File: config.mk
export PLATFORM = sky130hd
export DESIGN_NAME = chip_bus_sequencer
export DESIGN_NICKNAME = d
export VERILOG_FILES = /design/src/rtl/chip_bus_sequencer.sv
export SDC_FILE = /design/constraint.sdc
export NUM_CORES = 1
export LEC_CHECK = 0
export ABC_AREA = 1
export BUFFER_PORTS_ARGS = -buffer_cell sky130_fd_sc_hd__buf_4
export CAP_MARGIN = 10
export CORE_ASPECT_RATIO = 2
export CORE_MARGIN = 5
export CORE_UTILIZATION = 40
export DETAILED_ROUTE_END_ITERATION = 8
export HOLD_SLACK_MARGIN = 0.08
export PLACE_DENSITY_LB_ADDON = 0.2
export SYNTH_ARGS = -nofsm -noshare
export SYNTH_HDL_FRONTEND = slang
export SYNTH_SLANG_ARGS = --single-unit
File: constraint.sdc
create_clock -name fclk -period 7.5 [get_ports fclk]
set_clock_uncertainty 0.1 [all_clocks]
set_input_delay 0.375 -clock fclk [delete_from_list [all_inputs] [get_ports fclk]]
set_output_delay 0.375 -clock fclk [all_outputs]
set_load 0.005 [all_outputs]
File: src/rtl/chip_bus_sequencer.sv
// Sequencer for the shared 8-bit sound-chip bus (2x YM2203 + SAA1099).
// In-order request FIFO, programmable setup/strobe/hold timing and per-chip recovery gaps.
module chip_bus_sequencer #(
  parameter int unsigned FIFO_LOG2  = 2,
  parameter int unsigned SETUP_CYC  = 2,
  parameter int unsigned STROBE_CYC = 4,
  parameter int unsigned HOLD_CYC   = 2,
  parameter int unsigned YM_AWAIT   = 24,
  parameter int unsigned YM_DWAIT   = 96,
  parameter int unsigned SAA_WAIT   = 8
) (
  input  logic       fclk,
  input  logic       rst,
  input  logic       req_valid,
  output logic       req_ready,
  input  logic [1:0] req_tgt,
  input  logic       req_a0,
  input  logic       req_rd,
  input  logic [7:0] req_data,
  output logic       rd_valid,
  output logic [7:0] rd_data,
  output logic [7:0] d_out,
  output logic       d_oe,
  input  logic [7:0] d_in,
  output logic       ymcs1_n,
  output logic       ymcs2_n,
  output logic       ymrd_n,
  output logic       ymwr_n,
  output logic       yma0,
  output logic       saacs_n,
  output logic       saawr_n,
  output logic       saaa0,
  output logic       busy
);

  localparam int unsigned DEPTH = 1 << FIFO_LOG2;
  localparam int unsigned CW    = FIFO_LOG2 + 1;
  localparam logic [7:0] SETUP_LAST  = 8'(SETUP_CYC - 1);
  localparam logic [7:0] STROBE_LAST = 8'(STROBE_CYC - 1);
  localparam logic [7:0] HOLD_LAST   = 8'(HOLD_CYC - 1);

  typedef enum logic [1:0] {IDLE, SETUP, STROBE, HOLD} state_t;

  typedef struct packed {
    logic [1:0] tgt;
    logic       a0;
    logic       rd;
    logic [7:0] data;
  } entry_t;

  // Request FIFO
  entry_t                 fifo_q [DEPTH];
  logic [FIFO_LOG2-1:0]   wptr_q, rptr_q;
  logic [CW-1:0]          count_q, count_d;
  logic                   ready_q;
  logic                   push, pop;
  entry_t                 head, req_entry;

  assign req_entry = {req_tgt, req_a0, req_rd, req_data};
  assign head      = fifo_q[rptr_q];
  assign push      = req_valid && ready_q;
  assign count_d   = count_q + CW'(push) - CW'(pop);

  always_ff @(posedge fclk) begin
    if (rst) begin
      wptr_q  <= '0;
      rptr_q  <= '0;
      count_q <= '0;
      ready_q <= 1'b1;
    end else begin
      if (push) wptr_q <= wptr_q + FIFO_LOG2'(1);
      if (pop)  rptr_q <= rptr_q + FIFO_LOG2'(1);
      count_q <= count_d;
      ready_q <= (count_d != CW'(DEPTH));
    end
  end

  always_ff @(posedge fclk) begin
    if (push) fifo_q[wptr_q] <= req_entry;
  end

  // Sequencer FSM
  state_t     state_q, state_d;
  logic [7:0] phase_q, phase_d;
  entry_t     cur_q, cur_d;
  logic       imm_rd;
  logic       gap_load;
  logic [7:0] gap_val;
  logic [7:0] head_gap;
  logic [7:0] gap_q [3];

  always_comb begin
    head_gap = '0;
    case (head.tgt)
      2'd0:    head_gap = gap_q[0];
      2'd1:    head_gap = gap_q[1];
      default: head_gap = gap_q[2];
    endcase
  end

  always_comb begin
    gap_val = '0;
    if (cur_q.tgt == 2'd2)  gap_val = 8'(SAA_WAIT);
    else if (cur_q.rd)      gap_val = '0;
    else if (cur_q.a0)      gap_val = 8'(YM_DWAIT);
    else                    gap_val = 8'(YM_AWAIT);
  end

  always_comb begin
    state_d  = state_q;
    phase_d  = phase_q;
    cur_d    = cur_q;
    pop      = 1'b0;
    imm_rd   = 1'b0;
    gap_load = 1'b0;
    case (state_q)
      IDLE: begin
        if (count_q != '0) begin
          // Reserved target and SAA reads complete without touching the bus
          if (head.tgt == 2'd3 || (head.tgt == 2'd2 && head.rd)) begin
            pop    = 1'b1;
            imm_rd = head.rd;
          end else if (head_gap == '0) begin
            pop     = 1'b1;
            cur_d   = head;
            state_d = SETUP;
            phase_d = '0;
          end
        end
      end
      SETUP: begin
        if (phase_q == SETUP_LAST) begin
          state_d = STROBE;
          phase_d = '0;
        end else begin
          phase_d = phase_q + 8'd1;
        end
      end
      STROBE: begin
        if (phase_q == STROBE_LAST) begin
          state_d = HOLD;
          phase_d = '0;
        end else begin
          phase_d = phase_q + 8'd1;
        end
      end
      HOLD: begin
        if (phase_q == HOLD_LAST) begin
          state_d  = IDLE;
          phase_d  = '0;
          gap_load = 1'b1;
        end else begin
          phase_d = phase_q + 8'd1;
        end
      end
      default: state_d = IDLE;
    endcase
  end

  always_ff @(posedge fclk) begin
    if (rst) begin
      state_q <= IDLE;
      phase_q <= '0;
      cur_q   <= '0;
    end else begin
      state_q <= state_d;
      phase_q <= phase_d;
      cur_q   <= cur_d;
    end
  end

  always_ff @(posedge fclk) begin
    for (int unsigned i = 0; i < 3; i++) begin
      if (rst)                                    gap_q[i] <= '0;
      else if (gap_load && cur_q.tgt == 2'(i))    gap_q[i] <= gap_val;
      else if (gap_q[i] != '0)                    gap_q[i] <= gap_q[i] - 8'd1;
    end
  end

  // Bus outputs trail state_q by one register stage; the read sample is taken
  // as state_q enters HOLD, which is the last visible STROBE cycle.
  logic       act, strb, is_ym, rd_sample;
  logic       ymcs1_n_d, ymcs2_n_d, ymrd_n_d, ymwr_n_d, yma0_d;
  logic       saacs_n_d, saawr_n_d, saaa0_d, d_oe_d, rd_valid_d, busy_d;
  logic [7:0] d_out_d, rd_data_d;
  logic       ymcs1_n_q, ymcs2_n_q, ymrd_n_q, ymwr_n_q, yma0_q;
  logic       saacs_n_q, saawr_n_q, saaa0_q, d_oe_q, rd_valid_q, busy_q;
  logic [7:0] d_out_q, rd_data_q;

  always_comb begin
    act        = (state_q != IDLE);
    strb       = (state_q == STROBE);
    is_ym      = (cur_q.tgt != 2'd2);
    rd_sample  = (state_q == HOLD) && (phase_q == '0) && cur_q.rd;
    ymcs1_n_d  = !(act && cur_q.tgt == 2'd0);
    ymcs2_n_d  = !(act && cur_q.tgt == 2'd1);
    saacs_n_d  = !(act && cur_q.tgt == 2'd2);
    ymwr_n_d   = !(strb && is_ym && !cur_q.rd);
    ymrd_n_d   = !(strb && is_ym && cur_q.rd);
    saawr_n_d  = !(strb && !is_ym);
    yma0_d     = act && is_ym && cur_q.a0;
    saaa0_d    = act && !is_ym && cur_q.a0;
    d_oe_d     = act && !cur_q.rd;
    d_out_d    = d_oe_d ? cur_q.data : '0;
    rd_valid_d = imm_rd || rd_sample;
    rd_data_d  = rd_data_q;
    if (imm_rd)         rd_data_d = 8'hFF;
    else if (rd_sample) rd_data_d = d_in;
    busy_d     = act || (count_q != '0) ||
                 (gap_q[0] != '0) || (gap_q[1] != '0) || (gap_q[2] != '0);
  end

  always_ff @(posedge fclk) begin
    if (rst) begin
      ymcs1_n_q  <= 1'b1;
      ymcs2_n_q  <= 1'b1;
      ymrd_n_q   <= 1'b1;
      ymwr_n_q   <= 1'b1;
      yma0_q     <= 1'b0;
      saacs_n_q  <= 1'b1;
      saawr_n_q  <= 1'b1;
      saaa0_q    <= 1'b0;
      d_oe_q     <= 1'b0;
      d_out_q    <= '0;
      rd_valid_q <= 1'b0;
      rd_data_q  <= 8'hFF;
      busy_q     <= 1'b0;
    end else begin
      ymcs1_n_q  <= ymcs1_n_d;
      ymcs2_n_q  <= ymcs2_n_d;
      ymrd_n_q   <= ymrd_n_d;
      ymwr_n_q   <= ymwr_n_d;
      yma0_q     <= yma0_d;
      saacs_n_q  <= saacs_n_d;
      saawr_n_q  <= saawr_n_d;
      saaa0_q    <= saaa0_d;
      d_oe_q     <= d_oe_d;
      d_out_q    <= d_out_d;
      rd_valid_q <= rd_valid_d;
      rd_data_q  <= rd_data_d;
      busy_q     <= busy_d;
    end
  end

  assign req_ready = ready_q;
  assign ymcs1_n   = ymcs1_n_q;
  assign ymcs2_n   = ymcs2_n_q;
  assign ymrd_n    = ymrd_n_q;
  assign ymwr_n    = ymwr_n_q;
  assign yma0      = yma0_q;
  assign saacs_n   = saacs_n_q;
  assign saawr_n   = saawr_n_q;
  assign saaa0     = saaa0_q;
  assign d_oe      = d_oe_q;
  assign d_out     = d_out_q;
  assign rd_valid  = rd_valid_q;
  assign rd_data   = rd_data_q;
  assign busy      = busy_q;

endmodule
==> results of run 1 <==
## state kept, by name (all words and copies together), names as in the netlist, 2 cells and up, named ones only
register / count
wptr_q: 2
fifo_q: 48
state_q: 2
phase_q: 8
cur_q: 12
rd_data: 8
d_out: 8
gap_q: 24
count_q: 3
rptr_q: 2
## placed cells by master, fill, tap and decap left out, types with 3 or more instances in the layout
cell and n:
nor2_1 109, inv_8 7, o22ai_1 9, nand2_1 111
dfxtp_1 59, o21ai_0 30, nor3_1 5, edfxtp_1 72
inv_6 4, clkbuf_16 17, dlygate4sd3_1 12, a21oi_2 3
or2_2 5, nand4_1 11, nand2_2 7, nand3_1 43
nand3_2 4, buf_4 53, xor2_1 8, xnor2_1 7
ha_1 17, a21oi_1 26, inv_1 71
## logic make-up after synthesis
| logic type | after synthesis | share of synthesized area |
|---|---|---|
| xor gates and xnor gates | 15 | 0.0225 |
| and+or+nand+nor | 301 | 0.225 |
| AOI/OAI and AO/OA | 76 | 0.0737 |
| buffers and inverters | 92 | 0.0670 |
| DFF | 131 | 0.572 |
| adders and majority gates | 18 | 0.0398 |
## how the worst max path moves through the flow
| stage | startpoint | end | slack [ns] | cells past startpoint |
|---|---|---|---|---|
| floorplan | flop | req_ready$_SDFF_PP1_ | 4.83 | 17 |
| global placement | flop | req_ready$_SDFF_PP1_ | 4.00 | 16 |
| detailed placement | flop | req_ready$_SDFF_PP1_ | 3.82 | 16 |
| CTS | flop | req_ready$_SDFF_PP1_ | 3.80 | 16 |
| global route | flop | req_ready$_SDFF_PP1_ | 3.36 | 16 |
| finish | flop | req_ready$_SDFF_PP1_ | 3.87 | 16 |
## worst reg2reg max path: stages (launching register included)
cell     delay, ns
dfxtp_1       0.89
inv_4         0.26
nand2_1       0.13
nand3_1       0.07
nand2_1       0.17
inv_2         0.08
nand3_1       0.12
nand3_1       0.11
nand2_1       0.09
inv_1         0.07
ha_1          0.27
inv_1         0.04
ha_1          0.19
fa_1          0.39
or2_2         0.30
a21oi_1       0.15
nand3_1       0.08
## per-stage QoR
step	cell area (um2)	total power, mW
after floorplan	5840	1.55
after global placement	6370	1.70
after detailed placement	6380	1.73
after CTS	7080	2.54
after global routing	7080	2.69
final	7080	2.52
## final cells by class
class,count,area (um2),area share
clock buffers,17,425,0.0601
clock inverters,15,151,0.0214
inverters,74,280,0.0396
multi-input cells,410,2110,0.298
flip-flops and latches,131,3340,0.472
well taps,192,240,0.0339
repair buffers,66,529,0.0748
## metal layers
layer,vias to the layer above,global-route usage
li1,2218,-
met1,2033,0.151
met2,81,0.304
met3,28,0.0371
met4,0,0.0952
met5,-,0
## where the power goes
group | leakage (nW) | switching (mW) | internal [mW]
Clock | 0.282 | 0.360 | 0.445
Sequential | 1.20 | 0.0876 | 0.908
Combinational | 1.49 | 0.470 | 0.245
==> run summary, run 1 <==
min-delay worst type: in -> reg
critical path endpoint category: flop
Top Metal Used: met4
vias in the first global route: 4,555
initial drt markers: 207
gpl congestion: 0.853
placed wire-length estimate: 9540 um
WL final: 13,000 um
Worst-Skew Late Latency: 0.42 ns
Synth warnings: 0
final worst slack: 3.87 ns
post_cts resized: 0
most used standard cell by instance count after synthesis: nand2_1
ranking of synthesized cells by area: edfxtp_1, dfxtp_1, nand2_1
CP max stage cell: dfxtp_1
Worst Tran Pin Value: 0.880 ns
antenna violations before repair: 0
Vias/cell: 4.82
sequential-to-total area share from yosys stat: 0.572
slowest stage delay, CP: 0.89 ns
Slew HR: 0.413
hold buffer count at cts: 12
ratio of cells with drive above 1 in the final layout: 0.156
Post-Synthesis Cells: 633
Avg Cell Area, Syn: 9.23 um2
total setup buffers inserted after CTS: 0
Max clock buf depth: 2
die height: 181 um
final std cells w/o fill: 905
Initial Utilization: 0.407
crit path time final: 3.63 ns
CP Buf/Inv Count: 4
met3 routed WL: 417 um
reg-to-reg endpoint: req_ready$_SDFF_PP1_
synth-to-layout area growth: 21.1%
total CTS buffers: 17
fmax: 276 MHz
Inserted Diodes: 0
# IOs: 51
CTS tree: built
crit path kind: reg -> reg
status: finished, final reports clean
Syn Std Cell Area: 5840 um2
Cell Chain, Critical Path: inv_4, nand2_1, nand3_1, nand2_1, inv_2, nand3_1, nand3_1, nand2_1, inv_1, ha_1, inv_1, ha_1, fa_1, or2_2, a21oi_1, nand3_1
Min Hold Slack: 0.110 ns
cell row count: 62
PortBufs: 50
crit-path max FO: 26
Slew Viols, Final: 0
VDD IR max: 0.194 mV
P_leak: 2.97 nW
CP top delay family: simple AND/OR/NAND/NOR gates
post-route setup TNS: 0 ns
HP Start: d_in[1]
Global Route Usage Sum: 0.161
CTS HTree Levels: 4
CTS root buf: clkbuf_16
Routed WL per cell: 14.3 um
final period utilization: 0.484
Data arrival, critical path: 3.83 ns
syn_nets: 674
top post-synthesis cells by count: nand2_1, nor2_1, edfxtp_1
met1 WL: 4620 um
Yosys top cell area share: 0.370
dpl ws: 3.82 ns
final antenna-violating net count: 0
final hold violations: 0
Num Clock Sinks: 131
clock slew seen by the registers of the worst setup and hold paths: 0.06 ns
# placed instances: 861
synthesized flop and latch total: 131
DR vias: 4,360
RSZ-0062 raised after global routing: false
die width: 95.5 um
EDFF count, synth: 72
first-pass GRT wire length: 21,300 um
Hold EP: rd_data[1]$_SDFFE_PP1P_
fill cell count: 1,350
cell taking the most area after synthesis: edfxtp_1
reg2reg path depth: 16
DR DRC count: 0
final setup violation count: 0
max-cap violations: 0
total grt overflow: 0
power density cells: 355 nW/um2
most frequent CP cell: nand3_1
fin nets: 741
DRT Pass-1 Iters: 6
Required @ worst endpoint: 7.70 ns
full die area: 17,300 um2
async set or reset register ratio after synthesis: 0
WHS Path Cells: 3
largest net degree at the start of global routing: 27
ys flop type: edfxtp_1
Netlist cell types: 38
met2 wire length: 7400 um
core area: 14,400 um2
crit path launch type: flop
Util after Layout: 0.493
flop2flop setup slack: 3.87 ns
Note: power is estimated with default switching activity, not from simulation.
==> run 2, diff against run 1 <==
- clock period: 7.5 -> 3.8 ns (I/O delays scaled with it)
==> run summary, run 2 (synthesis gave the netlist of run 1 again) <==
Cell Chain, Critical Path: inv_1, ha_1, inv_1, nor2_1, nand2_1, inv_1, ha_1, inv_1, ha_1, fa_1, or2_2, a21oi_1, nand3_1 (was inv_4, nand2_1, nand3_1, nand2_1, inv_2, nand3_1, nand3_1, nand2_1, inv_1, ha_1, inv_1, ha_1, fa_1, or2_2, a21oi_1, nand3_1)
ratio of cells with drive above 1 in the final layout: 0.153 (was 0.156)
VDD IR max: 0.385 mV (was 0.194 mV)
Initial Utilization: 0.407 (unchanged)
initial drt markers: 210 (was 207)
fmax: 321 MHz (was 276 MHz)
most frequent CP cell: inv_1 (was nand3_1)
PortBufs: 50 (unchanged)
max reg flops: 48 (unchanged)
reg2reg path depth: 13 (was 16)
Slew HR: 0.211 (was 0.413)
CTS root buf: clkbuf_16 (unchanged)
# IOs: 51 (unchanged)
Inserted Diodes: 0 (unchanged)
Slew Viols, Final: 0 (unchanged)
Vias/cell: 4.90 (was 4.82)
CTS tree: built (unchanged)
core area: 14,400 um2 (unchanged)
final hold violations: 0 (unchanged)
min-delay worst type: in -> reg (unchanged)
met3 routed WL: 398 um (was 417 um)
CP max stage cell: ha_1 (was dfxtp_1)
CP Buf/Inv Count: 4 (unchanged)
Top reg by flops: fifo_q (unchanged)
crit path kind: reg -> reg (unchanged)
met2 wire length: 7600 um (was 7400 um)
vias in the first global route: 4,586 (was 4,555)
RSZ-0062 raised after global routing: false (unchanged)
crit path capture: req_ready$_SDFF_PP1_ (unchanged)
status: finished, final reports clean (unchanged)
most common cell after layout, fill and taps aside: nand2_1 (unchanged)
Max clock buf depth: 2 (unchanged)
gpl congestion: 0.829 (was 0.853)
Data arrival, critical path: 3.31 ns (was 3.83 ns)
cell row count: 62 (unchanged)
CTS HTree Levels: 4 (unchanged)
critical path depth: 13 (was 16)
Routed WL per cell: 14.5 um (was 14.3 um)
crit-path max FO: 12 (was 26)
first-pass GRT wire length: 21,800 um (was 21,300 um)
crit path time final: 3.11 ns (was 3.63 ns)
die height: 181 um (unchanged)
final period utilization: 0.819 (was 0.484)
critical path endpoint category: flop (unchanged)
total grt overflow: 0 (unchanged)
clock slew seen by the registers of the worst setup and hold paths: 0.06 ns (about the same)
P_leak: 3.02 nW (was 2.97 nW)
placed wire-length estimate: 9640 um (was 9540 um)
met1 WL: 4810 um (was 4620 um)
biggest regs: fifo_q (48), gap_q (24), cur_q (12) (unchanged)
total setup buffers inserted after CTS: 0 (unchanged)
Util after Layout: 0.500 (was 0.493)
power density cells: 699 nW/um2 (was 355 nW/um2)
full die area: 17,300 um2 (unchanged)
flop2flop setup slack: 0.69 ns (was 3.87 ns)
post-route setup TNS: 0 ns (unchanged)
Critical Path Start: state_q[0]$_SDFFE_PP0P_
DRT Pass-1 Iters: 5 (was 6)
max-cap violations: 0 (unchanged)
DR DRC count: 0 (unchanged)
final antenna-violating net count: 0 (unchanged)
commonest non-fill, non-tap cells in the layout: nand2_1, nor2_1, edfxtp_1 (unchanged)
total CTS buffers: 17 (unchanged)
antenna violations before repair: 0 (unchanged)
Worst-Skew Late Latency: 0.42 ns (about the same)
fill cell count: 1,310 (was 1,350)
reg2reg start: state_q[0]$_SDFFE_PP0P_
reg-to-reg endpoint: req_ready$_SDFF_PP1_ (unchanged)
slowest stage delay, CP: 0.48 ns (was 0.89 ns)
Top Metal Used: met4 (unchanged)
DR vias: 4,473 (was 4,360)
Required @ worst endpoint: 4.00 ns (was 7.70 ns)
die width: 95.5 um (unchanged)
Num Clock Sinks: 131 (unchanged)
largest net degree at the start of global routing: 26 (was 27)
synth-to-layout area growth: 22.9% (was 21.1%)
final setup violation count: 0 (unchanged)
Global Route Usage Sum: 0.163 (was 0.161)
WL final: 13,300 um (was 13,000 um)
crit path launch type: flop (unchanged)
Worst Tran Pin Value: 1.18 ns (was 0.880 ns)
fin nets: 749 (was 741)
CP top delay family: adder cells (was simple AND/OR/NAND/NOR gates)
run 2: worst min-delay path by stage:
stage / startpoint / to / depth (start not counted)
after floorplan: req_data[0] / fifo_q[0][0]$_DFFE_PP_ / 0
after global placement: req_data[7] / fifo_q[0][7]$_DFFE_PP_ / 1
after detailed placement: req_data[5] / fifo_q[0][5]$_DFFE_PP_ / 1
after CTS: req_valid / wptr_q[0]$_SDFFE_PP0P_ / 3
after global routing: req_valid / wptr_q[0]$_SDFFE_PP0P_ / 3
final: req_valid / wptr_q[0]$_SDFFE_PP0P_ / 3
run 2: layer usage:
metal,up-vias,GRT usage
met3,35,0.0308
met5,-,0
met2,99,0.314
li1,2236,-
met1,2103,0.160
met4,0,0.0758
run 2: what timing repair did:
| item | CTS | global route |
|---|---|---|
| gates resized for setup | 0 | 0 |
| hold buffers | 21 | 0 |
| endpoints found under the hold margin | 69 | 0 |
run 2: area by class of cell:
class	count	area [um2]	share of cell area
clock inverter	14	150	0.0209
timing repair buffer	74	608	0.0847
multi-input combinational	410	2110	0.293
inverter	74	280	0.0390
tap	192	240	0.0335
sequential	131	3340	0.466
clock buffer	18	450	0.0627
run 2: where the power goes:
part | leakage (nW) | internal [mW] | switching, mW
clock network | 0.299 | 0.920 | 0.716
registers | 1.20 | 1.79 | 0.137
logic | 1.52 | 0.490 | 0.964
run 2: metrics by stage:
step	setup slack, ns	std cells	hold WS (ns)	area (um2)	power, mW
floorplan	1.13	633	0.189	5840	3.05
global placement	0.825	860	0.291	6370	3.36
detailed placement	0.708	860	0.294	6370	3.40
CTS	0.681	913	0.126	7180	5.06
global route	0.455	913	0.182	7180	5.36
finish	0.689	913	0.133	7180	5.02
run 2: tightest hold or removal path: stages:
cell and delay [ns]:
buf_4 0.08, nand2_1 0.16, a21oi_1 0.18
==> run 3, diff against run 2 <==
- clock period: 3.8 -> 3.2 ns (I/O delays scaled with it)
==> run summary, run 3 (synthesis gave the netlist of run 1 again) <==
status: finished, final reports clean (unchanged)
full die area: 17,300 um2 (unchanged)
final setup violation count: 0 (unchanged)
total CTS buffers: 17 (unchanged)
Worst-Skew Late Latency: 0.42 ns (about the same)
DR DRC count: 0 (unchanged)
CTS tree: built (unchanged)
vias in the first global route: 4,494 (was 4,586)
reg-to-reg endpoint: req_ready$_SDFF_PP1_ (unchanged)
CTS root buf: clkbuf_16 (unchanged)
Max clock buf depth: 2 (unchanged)
fill cell count: 1,320 (was 1,310)
WL final: 12,900 um (was 13,300 um)
core area: 14,400 um2 (unchanged)
synth-to-layout area growth: 24.3% (was 22.9%)
crit path time final: 2.91 ns (was 3.11 ns)
fmax: 343 MHz (was 321 MHz)
placed wire-length estimate: 9270 um (was 9640 um)
Data arrival, critical path: 3.11 ns (was 3.31 ns)
antenna violations before repair: 0 (unchanged)
power density cells: 825 nW/um2 (was 699 nW/um2)
Required @ worst endpoint: 3.40 ns (was 4.00 ns)
crit path kind: reg -> reg (unchanged)
total grt overflow: 0 (unchanged)
WHS Path Cells: 3 (unchanged)
crit path capture: req_ready$_SDFF_PP1_ (unchanged)
crit-path max FO: 9 (was 12)
commonest non-fill, non-tap cells in the layout: nand2_1, nor2_1, edfxtp_1 (unchanged)
largest net degree at the start of global routing: 23 (was 26)
gpl congestion: 0.865 (was 0.829)
Inserted Diodes: 0 (unchanged)
clock slew seen by the registers of the worst setup and hold paths: 0.07 ns (was 0.06 ns)
Routed WL per cell: 14.0 um (was 14.5 um)
Vias/cell: 4.85 (was 4.90)
initial drt markers: 223 (was 210)
Top reg by flops: fifo_q (unchanged)
DRT Pass-1 Iters: 7 (was 5)
first-pass GRT wire length: 21,100 um (was 21,800 um)
Slew HR: 0.493 (was 0.211)
max reg flops: 48 (unchanged)
final antenna-violating net count: 0 (unchanged)
Initial Utilization: 0.407 (unchanged)
max-cap violations: 0 (unchanged)
PortBufs: 50 (unchanged)
min-delay worst type: in -> reg (unchanged)
critical path endpoint category: flop (unchanged)
fin nets: 758 (was 749)
ratio of cells with drive above 1 in the final layout: 0.164 (was 0.153)
die height: 181 um (unchanged)
RSZ-0062 raised after global routing: false (unchanged)
crit path launch type: flop (unchanged)
# IOs: 51 (unchanged)
CTS HTree Levels: 4 (unchanged)
DR vias: 4,470 (was 4,473)
Num Clock Sinks: 131 (unchanged)
cell row count: 62 (unchanged)
P_leak: 3.06 nW (was 3.02 nW)
final hold violations: 0 (unchanged)
post-route setup TNS: 0 ns (unchanged)
die width: 95.5 um (unchanged)
dpl ws: 0.166 ns (was 0.708 ns)
VDD IR max: 0.542 mV (was 0.385 mV)
overall power consumption: 5.99 mW (was 5.02 mW)
Slew Viols, Final: 0 (unchanged)
final period utilization: 0.910 (was 0.819)
reg2reg path depth: 16 (was 13)
total setup buffers inserted after CTS: 0 (unchanged)
most common cell after layout, fill and taps aside: nand2_1 (unchanged)
Global Route Usage Sum: 0.158 (was 0.163)
final worst slack: 0.289 ns (was 0.689 ns)
Worst Tran Pin Value: 0.760 ns (was 1.18 ns)
Util after Layout: 0.506 (was 0.500)
flop2flop setup slack: 0.29 ns (was 0.69 ns)
biggest regs: fifo_q (48), gap_q (24), cur_q (12) (unchanged)
==> run 3: cell types whose count changed in the layout (fill, tap and decap cells not counted) <==
cell	before	now
dfxtp_2	0	1
clkinv_8	2	6
clkinv_4	1	0
inv_4	2	1
clkbuf_16	18	17
inv_6	4	5
inv_8	6	4
dfxtp_1	59	58
buf_4	53	62
==> run 3: how the worst min path moves through the flow <==
stage                      startpoint                endpoint  slack (ns)
after floorplan           req_data[0]  fifo_q[0][0]$_DFFE_PP_        0.16
after global placement    req_data[1]  fifo_q[0][1]$_DFFE_PP_        0.26
final                       req_valid  wptr_q[0]$_SDFFE_PP0P_        0.10
after global routing        req_valid  wptr_q[1]$_SDFFE_PP0P_        0.17
after CTS                   req_valid  wptr_q[0]$_SDFFE_PP0P_        0.10
after detailed placement  req_data[2]  fifo_q[0][2]$_DFFE_PP_        0.26
==> run 3: where the power goes <==
group | switching, mW | internal [mW] | total, mW
combinational | 1.12 | 0.626 | 1.75
sequential | 0.169 | 2.13 | 2.30
clock | 0.880 | 1.06 | 1.94
==> run 3: stage by stage <==
step | std cells | area [um2] | hold WS [ns]
after global routing | 922 | 7260 | 0.169
after global placement | 869 | 6440 | 0.260
after floorplan | 633 | 5840 | 0.159
after detailed placement | 869 | 6440 | 0.263
final | 922 | 7260 | 0.103
after CTS | 922 | 7260 | 0.101
==> run 3: per-layer routing <==
metal | up-vias | GRT usage | wire (um)
met5 | - | 0 | 0
met4 | 0 | 0.0792 | 419
met3 | 31 | 0.0354 | 556
met2 | 107 | 0.297 | 7240
met1 | 2076 | 0.156 | 4650
li1 | 2256 | - | -
==> run 3: repair_timing <==
item	4_1_cts	5_1_grt
endpoints found under the setup margin	0	1
hold endpoints to repair	71	0
gates resized for setup	0	1
hold buffers	21	0
==> run 3: area by class of cell <==
| class | count | area [um2] | share of cell area |
|---|---|---|---|
| sequential | 131 | 3340 | 0.461 |
| multi-input combinational | 410 | 2110 | 0.290 |
| timing repair buffer | 83 | 676 | 0.0931 |
| clock buffer | 17 | 425 | 0.0586 |
| inverter | 74 | 280 | 0.0386 |
| tap | 192 | 240 | 0.0331 |
| clock inverter | 15 | 186 | 0.0257 |
==> run 3: worst max-delay path: stages (launching register included) <==
cell,delay [ns]
dfxtp_2,0.43
inv_4,0.08
nand2_1,0.06
nand3_1,0.07
nand2_1,0.16
inv_2,0.08
nand3_1,0.11
nand3_1,0.11
nand2_1,0.09
inv_1,0.07
ha_1,0.27
inv_1,0.04
ha_1,0.18
fa_1,0.39
or2_2,0.31
a21oi_1,0.15
nand3_1,0.09
